--- src/rtl/inv_shift_rows_stream.sv ---
// ---------------------------------------------------------------------------
// inv_shift_rows_stream
//   Byte-serial InvShiftRows stage for the AES decoder datapath. A 16-byte
//   state arrives one byte per transfer in column-major order
//   (index = row + 4*col) and leaves in the same order with each row r
//   rotated right by r positions. Two ping-pong banks let one block load
//   while the other drains, sustaining 1 byte/cycle in each direction.
//
// Ports
//   clk        clock, rising edge
//   rst        asynchronous active-high reset
//   inv_en     1 = InvShiftRows, 0 = pass-through; sampled on a block's first byte
//   in_valid   in_data holds a valid byte
//   in_ready   write bank is free to accept a byte
//   in_data    input state byte
//   out_valid  read bank holds a complete block
//   out_ready  downstream accepts out_data
//   out_data   output state byte (0 when out_valid=0)
//   out_last   marks output byte index 15 of a block
//   busy       any bank full, or a partial block is loading
// ---------------------------------------------------------------------------
module inv_shift_rows_stream #(
    parameter int BYTE_W = 8
) (
    input  logic              clk,
    input  logic              rst,
    input  logic              inv_en,
    input  logic              in_valid,
    output logic              in_ready,
    input  logic [BYTE_W-1:0] in_data,
    output logic              out_valid,
    input  logic              out_ready,
    output logic [BYTE_W-1:0] out_data,
    output logic              out_last,
    output logic              busy
);

    logic [BYTE_W-1:0] r_bank0 [16];
    logic [BYTE_W-1:0] r_bank1 [16];
    logic [1:0]        r_full;
    logic [1:0]        r_inv;
    logic              r_wr_bank;
    logic [3:0]        r_wr_cnt;
    logic              r_rd_bank;
    logic [3:0]        r_rd_cnt;

    logic              w_wr_acc;
    logic              w_rd_acc;
    logic              w_wr_done;
    logic              w_rd_done;
    logic [1:0]        w_full_nxt;
    logic [1:0]        w_row;
    logic [1:0]        w_col;
    logic [1:0]        w_src_col;
    logic [3:0]        w_src;
    logic [BYTE_W-1:0] w_rd_byte;

    assign in_ready  = ~r_full[r_wr_bank];
    assign out_valid = r_full[r_rd_bank];
    assign out_last  = out_valid && (r_rd_cnt == 4'd15);
    assign busy      = (|r_full) | (r_wr_cnt != 4'd0);

    assign w_wr_acc  = in_valid && in_ready;
    assign w_rd_acc  = out_valid && out_ready;
    assign w_wr_done = w_wr_acc && (r_wr_cnt == 4'd15);
    assign w_rd_done = w_rd_acc && (r_rd_cnt == 4'd15);

    // Output byte (r,c) comes from (r, (c - r) mod 4); 2-bit subtraction
    // wraps naturally.
    assign w_row     = r_rd_cnt[1:0];
    assign w_col     = r_rd_cnt[3:2];
    assign w_src_col = w_col - w_row;

    always_comb begin
        w_src = r_rd_cnt;
        if (r_inv[r_rd_bank]) begin
            w_src = {w_src_col, w_row};
        end
    end

    always_comb begin
        w_rd_byte = r_rd_bank ? r_bank1[w_src] : r_bank0[w_src];
        out_data  = out_valid ? w_rd_byte : '0;
    end

    // A set needs the bank empty and a clear needs it full, so the two never
    // hit the same bit in one cycle.
    always_comb begin
        w_full_nxt = r_full;
        if (w_rd_done) begin
            w_full_nxt[r_rd_bank] = 1'b0;
        end
        if (w_wr_done) begin
            w_full_nxt[r_wr_bank] = 1'b1;
        end
    end

    always_ff @(posedge clk or posedge rst) begin
        if (rst) begin
            for (int unsigned i = 0; i < 16; i++) begin
                r_bank0[i] <= '0;
                r_bank1[i] <= '0;
            end
            r_full    <= '0;
            r_inv     <= '0;
            r_wr_bank <= 1'b0;
            r_wr_cnt  <= '0;
            r_rd_bank <= 1'b0;
            r_rd_cnt  <= '0;
        end else begin
            r_full <= w_full_nxt;

            if (w_wr_acc) begin
                if (r_wr_bank) begin
                    r_bank1[r_wr_cnt] <= in_data;
                end else begin
                    r_bank0[r_wr_cnt] <= in_data;
                end
                if (r_wr_cnt == 4'd0) begin
                    r_inv[r_wr_bank] <= inv_en;
                end
                r_wr_cnt <= r_wr_cnt + 4'd1;
                if (r_wr_cnt == 4'd15) begin
                    r_wr_bank <= ~r_wr_bank;
                end
            end

            if (w_rd_acc) begin
                r_rd_cnt <= r_rd_cnt + 4'd1;
                if (r_rd_cnt == 4'd15) begin
                    r_rd_bank <= ~r_rd_bank;
                end
            end
        end
    end

endmodule

--- config.mk ---
export PLATFORM = sky130hd
export DESIGN_NAME = inv_shift_rows_stream
export DESIGN_NICKNAME = d
export VERILOG_FILES = /design/src/rtl/inv_shift_rows_stream.sv
export SDC_FILE = /design/constraint.sdc
export NUM_CORES = 1
export LEC_CHECK = 0
export CORE_MARGIN = 3
export CORE_UTILIZATION = 56
export CTS_CLUSTER_SIZE = 30
export DETAILED_ROUTE_END_ITERATION = 10
export PLACE_DENSITY_LB_ADDON = 0.12
export REMOVE_ABC_BUFFERS = 1
export SYNTH_ARGS = -nofsm -noshare
export SYNTH_HDL_FRONTEND = slang
export SYNTH_SLANG_ARGS = --single-unit
--- constraint.sdc ---
create_clock -name clk -period 9 [get_ports clk]
set_clock_uncertainty 0.05 [all_clocks]
set_input_delay 2.25 -clock clk [delete_from_list [all_inputs] [get_ports clk]]
set_output_delay 2.25 -clock clk [all_outputs]
set_load 0.01 [all_outputs]
==> flow_metrics.env, run 1 <==
export IMPL_outcome="finished clean"
export IMPL_rrSetupSlack_ns=6.39
export IMPL_drv_slew=0
export IMPL_critPathRequiredTime_ns=6.70
export IMPL_netlist_area_um2=12440
export IMPL_final_core_util=0.6490
export IMPL_dp_slack_ns=3.167
export IMPL_cp_max_fo=47
export IMPL_critPathKind="flop to output pin"
export IMPL_drcViolationCount=0
export IMPL_drive_above_1_share=0.4870
export IMPL_min_period_ns=6.371
export IMPL_max_freq_mhz=157.0
export IMPL_h_tree_depth=1
export IMPL_yosysWarningCount=0
export IMPL_cp_arrival_ns=4.07
export IMPL_fin_setup_tns_ns=0
export IMPL_m1WireLength_mm=12.19
export IMPL_insertion_delay_ns=0.53
export IMPL_clockRootBuffer="clkbuf_16"
export IMPL_cts_tree="built"
export IMPL_grt_pass1_vias=7748
export IMPL_power_leakage_nw=6.273
export IMPL_rsz0062_at_grt="no"
export IMPL_syn_area_per_cell_um2=15.33
export IMPL_ctsHoldBuffers=0
export IMPL_finalNonFillerCells=1119
export IMPL_postCtsSetupBuffers=0
export IMPL_core_area_um2=21420
export IMPL_grt_first_pass_wirelength_mm=46.17
export IMPL_final_nets=841
export IMPL_dp_cells=1067
export IMPL_wl_met2_mm=14.52
export IMPL_wl_per_cell_um=25.92
export IMPL_final_cell_mix="268 x dfrtp_1, 260 x mux2_2, 72 x mux4_2"
export IMPL_rr_startpoint="r_rd_cnt[1]$_DFFE_PP0P_"
export IMPL_grt_antenna_before_repair=0
export IMPL_post_route_period_util=0.7079
export IMPL_numCtsBuffers=28
export IMPL_cts_sinks=270
export IMPL_io_pins=25
export IMPL_vdd_drop_max_mv=0.2025
export IMPL_routed_wl_mm=29.00
export IMPL_drt_pass1_iterations=4
export IMPL_ys_ff_latch=270
export IMPL_worstHoldPathType="flop to flop"
export IMPL_fp_dieArea_um2=24030
export IMPL_clock_path_buffers=3
export IMPL_mostFrequentLayoutCell="dfrtp_1"
export IMPL_hold_start="r_bank0[119]$_DFFE_PP0P_"
export IMPL_dieHeight_um=155.0
export IMPL_wl_met3_mm=1.447
export IMPL_antenna_cells=0
export IMPL_num_vias=7105
export IMPL_num_rows=53
export IMPL_whs_ns=0.4503
export IMPL_post_cts_resized=0
export IMPL_fin_ws_ns=2.629
export IMPL_hold_end="r_bank0[119]$_DFFE_PP0P_"
export IMPL_synth_seq_area_share=0.5433
export IMPL_worst_pin_slew_ns=1.248
export IMPL_path_clk_slew_ns=0.06
export IMPL_grt_max_degree=131
export IMPL_routed_top_layer="met4"
export IMPL_cp_end_kind="output pin"
export IMPL_p_per_area_nw_per_um2=372.1
export IMPL_gp_congestion=0.8654
export IMPL_min_path_cells=1
export IMPL_syn_inst=811
export IMPL_dpl_cell_area_um2=12890
export IMPL_viasPerCell=6.349
export IMPL_drtAntennaViolNets=0
export IMPL_power_mw=5.172
export IMPL_synth_cell_types=34
export IMPL_final_cell_area_um2=13900
export IMPL_overflow=0
export IMPL_dp_final_hpwl_mm=18.51
export IMPL_relSlewSlack=0.1655
export IMPL_drtIter0Drc=482
export IMPL_die_w_um=155.0
export IMPL_portBuffers=24
export IMPL_syn_to_final_growth_pct=11.78
export IMPL_finalSetupViolCount=0
export IMPL_r2r_end="r_full[1]$_DFF_PP0_"
export IMPL_track_usage=0.2503
export IMPL_start_util=0.5806
export IMPL_hold_violations=0
export IMPL_rr_worst_depth=6
export IMPL_max_cap_violations=0
export IMPL_startpoint_type="flop"
state kept, by name, summed over array words and instances, names as in the netlist:
register	cells
r_bank0	128
r_bank1	128
r_full	2
r_inv	2
r_rd_bank	1
r_rd_cnt	4
r_wr_bank	1
r_wr_cnt	4
Yosys cell counts (all sizes together):
library cell,instances,area share
dfrtp,270,0.54
mux2,261,0.24
mux4,72,0.13
nand2,58,0.018
clkbuf,38,0.011
nand3,24,0.0097
nor2,19,0.0084
buf,16,0.0074
o2111a,8,0.0072
xnor2,8,0.0062
inv,7,0.0021
ha,6,0.0060
mux2i,3,0.0024
nor3b,3,0.0022
o21ai,3,0.0012
nand2b,2,0.0010
nand4,2,0.0010
nor3,2,0.00080
a21o,1,0.00060
a21oi,1,0.00040
and2,1,0.00050
and3,1,0.00050
nand3b,1,0.00060
nor2b,1,0.00050
o31ai,1,0.00060
or3,1,0.00050
xor2,1,0.00070
kinds of logic (layout without fill, tap and decap cells):
kind of cell             count (synthesis)  in the layout  synth area share
flip-flops                             270            270            0.5433
multiplexers                           336            336            0.3695
XOR/XNOR                                 9              9          0.006943
AO/OA/AOI/OAI                           14             14           0.01006
adder cells (fa/ha/maj)                  6              6          0.006037
AND/OR/NAND/NOR                        115            115           0.04316
buffers and inverters                   61             94           0.02103
worst max path at each step:
stage	from	to	slack, ns	cells past startpoint
2_1_floorplan	rst	r_bank0[0]$_DFFE_PP0P_	-0.74	1
3_3_place_gp	r_rd_cnt[0]$_DFFE_PP0P_	out_data[4]	2.78	6
3_5_place_dp	r_rd_cnt[0]$_DFFE_PP0P_	out_data[1]	3.17	5
4_1_cts	r_rd_cnt[0]$_DFFE_PP0P_	out_data[1]	2.57	5
5_1_grt	r_rd_cnt[0]$_DFFE_PP0P_	out_data[0]	2.35	7
6_report	r_rd_cnt[0]$_DFFE_PP0P_	out_data[0]	2.63	7
area by class of cell:
| cell class | instances | area [um2] |
|---|---|---|
| clock inverters | 14 | 203.9 |
| well taps | 275 | 344.1 |
| multi-input cells | 480 | 5421 |
| clock buffers | 38 | 809.5 |
| repair buffers | 35 | 326.6 |
| flip-flops and latches | 270 | 6761 |
| inverters | 7 | 33.78 |
| fillers | 1575 | 7518 |
layer usage:
layer | vias to the layer above | GRT usage
li1 | 3012 | -
met5 | - | 0
met1 | 3833 | 0.3447
met2 | 196 | 0.4138
met4 | 0 | 0.07401
met3 | 64 | 0.04451
worst max-delay path: stages (launching register included):
cell and delay, ns:
dfrtp_4 1.06, ha_1 0.30, xnor2_1 0.10, or3_1 0.37, a21oi_1 0.74, nand3_1 0.24, o2111a_1 0.23, clkdlybuf4s50_1 0.49
where the power goes:
part | switching, mW | internal, mW
registers | 0.403 | 1.71
logic | 0.775 | 1.03
clock network | 0.475 | 0.773
total | 1.65 | 3.52
Note: power is estimated with default switching activity, not from simulation.
==> run 2, diff against run 1 <==
--- a/config.mk
+++ b/config.mk
@@ -6,7 +6,7 @@
 export NUM_CORES = 1
 export LEC_CHECK = 0
 export CORE_MARGIN = 3
-export CORE_UTILIZATION = 56
+export CORE_UTILIZATION = 62
 export CTS_CLUSTER_SIZE = 30
 export DETAILED_ROUTE_END_ITERATION = 10
 export PLACE_DENSITY_LB_ADDON = 0.12
==> constraint.sdc (replaced) <==
create_clock -name clk -period 5.9 [get_ports clk]
set_clock_uncertainty 0.05 [all_clocks]
set_input_delay 1.475 -clock clk [delete_from_list [all_inputs] [get_ports clk]]
set_output_delay 1.475 -clock clk [all_outputs]
set_load 0.01 [all_outputs]
==> flow_metrics.env, run 2 (synthesis results as in run 1) <==
export IMPL_clock_path_buffers=3
export IMPL_num_rows=51
export IMPL_cp_arrival_ns=3.76
export IMPL_critPathKind="flop to output pin"
export IMPL_sw_frac_of_total=0.3195
export IMPL_dp_final_hpwl_mm=19.11
export IMPL_die_w_um=147.6
export IMPL_max_cap_violations=0
export IMPL_min_period_ns=5.282
export IMPL_path_clk_slew_ns=0.06
export IMPL_p_comb_frac=0.360
export IMPL_antenna_cells=0
export IMPL_gp_congestion=0.9249
export IMPL_worstHoldPathType="flop to flop"
export IMPL_track_usage=0.2796
export IMPL_cts_tree="built"
export IMPL_fin_ws_ns=0.6180
export IMPL_dp_slack_ns=1.190
export IMPL_relSlewSlack=0.1677
export IMPL_insertion_delay_ns=0.53
export IMPL_busiest_layer="met2"
export IMPL_grt_max_degree=142
export IMPL_max_freq_mhz=189.3
export IMPL_crit_chain="buf_4 > mux4_2 > mux4_2 > o2111a_1 > clkdlybuf4s50_1"
export IMPL_post_cts_resized=0
export IMPL_finalSetupViolCount=0
export IMPL_drtIter0Drc=556
export IMPL_h_tree_depth=1
export IMPL_grt_pass1_vias=7956
export IMPL_clkPwrFrac=0.245
export IMPL_portBuffers=24
export IMPL_critPathTopFamily="multiplexers"
export IMPL_numCtsBuffers=28
export IMPL_p_switching_mw=2.556
export IMPL_core_area_um2=19590
export IMPL_drtAntennaViolNets=0
export IMPL_cp_max_fo=28
export IMPL_multi_input_area_um2=5418
export IMPL_critPathSlowestCell="dfrtp_4"
export IMPL_slowest_delay_ns=0.83
export IMPL_start_util=0.6348
export IMPL_io_pins=25
export IMPL_timing_critical_path_buf_inv=2
export IMPL_startpoint_type="flop"
export IMPL_reg_largest_list="r_bank0 (128), r_bank1 (128)"
export IMPL_drt_pass1_iterations=5
export IMPL_grt_antenna_before_repair=1
export IMPL_overflow=0
export IMPL_outcome="finished clean"
export IMPL_final_cell_mix="268 x dfrtp_1, 260 x mux2_2, 72 x mux4_2"
export IMPL_worst_pin_slew_ns=1.244
export IMPL_postCtsSetupBuffers=0
export IMPL_seqCellArea_um2=6761
export IMPL_routed_wl_mm=29.24
export IMPL_drv_slew=0
export IMPL_grt_use_met3=0.06591
export IMPL_hold_violations=0
export IMPL_critPathRequiredTime_ns=4.38
export IMPL_syn_to_final_growth_pct=12.33
export IMPL_fillers=1271
export IMPL_rrSetupSlack_ns=3.42
export IMPL_intPower_mw=5.444
export IMPL_final_nets=847
export IMPL_ctsHoldBuffers=0
export IMPL_cp_end_kind="output pin"
export IMPL_rsz0062_at_grt="no"
export IMPL_power_leakage_nw=6.315
export IMPL_cts_sinks=270
export IMPL_drive_above_1_share=0.4882
export IMPL_dieHeight_um=147.6
export IMPL_p_per_area_nw_per_um2=572.7
export IMPL_num_vias=7252
export IMPL_post_route_period_util=0.8953
export IMPL_grt_first_pass_wirelength_mm=46.67
export IMPL_fp_dieArea_um2=21790
export IMPL_gr_usage_met1=0.3847
export IMPL_wl_per_cell_um=26.23
export IMPL_vdd_drop_max_mv=0.2916
export IMPL_crit_path_frequent_cell="mux4_2"
export IMPL_power_mw=7.999
export IMPL_p_seq_frac=0.395
export IMPL_mostFrequentLayoutCell="dfrtp_1"
export IMPL_grt_util_met2=0.4460
export IMPL_clockRootBuffer="clkbuf_16"
export IMPL_viasPerCell=6.504
export IMPL_drcViolationCount=0
## run 2: area by class of cell
cell class | count | share of cell area
clock buffers | 37 | 0.05625
clock inverters | 15 | 0.01845
multi-input cells | 480 | 0.3879
inverters | 7 | 0.002418
well taps | 265 | 0.02374
repair buffers | 41 | 0.02723
flip-flops and latches | 270 | 0.4841
## run 2: worst paths after layout
kind	from	to	depth (start not counted)
setup / recovery	r_rd_cnt[0]$_DFFE_PP0P_	out_data[7]	5
hold / removal	r_bank0[31]$_DFFE_PP0P_	r_bank0[31]$_DFFE_PP0P_	1
setup reg to reg	r_wr_bank$_DFFE_PP0P_	r_bank1[120]$_DFFE_PP0P_	4
hold reg to reg	r_bank0[31]$_DFFE_PP0P_	r_bank0[31]$_DFFE_PP0P_	1
max in group asynchronous	rst	r_bank1[4]$_DFFE_PP0P_	3
min in group asynchronous	rst	r_bank1[99]$_DFFE_PP0P_	2
## run 2: per-stage QoR
stage          hold WS (ns)  TNS (ns)  std cells  area, um2  utilization
3_3_place_gp         0.4316         0       1063      12920       0.6598
5_1_grt              0.4592         0       1115      13970       0.7130
3_5_place_dp         0.4382         0       1063      12920       0.6598
4_1_cts              0.4543         0       1115      13970       0.7130
2_1_floorplan        0.4239   -827.19        757      12200            -
6_report             0.4517         0       1115      13970       0.7130
## run 2: per-layer routing
layer  part of all wire  up-vias
met5            0.00044        -
met4              0.036        2
met3              0.074       70
met2               0.48      275
met1               0.41     3879
li1                   -     3026
## run 2: power groups by stage
stage	combinational (mW)	sequential [mW]	clock, mW
6_report	2.88	3.16	1.96
4_1_cts	2.87	3.14	1.98
5_1_grt	3.09	3.24	2.07
3_3_place_gp	2.76	3.09	0
3_5_place_dp	2.85	3.16	0
2_1_floorplan	2.01	3.06	0
## run 2: worst reg2reg max path, stage by stage (launching register included)
cell     delay, ns
dfrtp_1       0.51
mux2i_1       0.37
and2_1        0.35
nand4_1       0.57
mux2_2        0.50
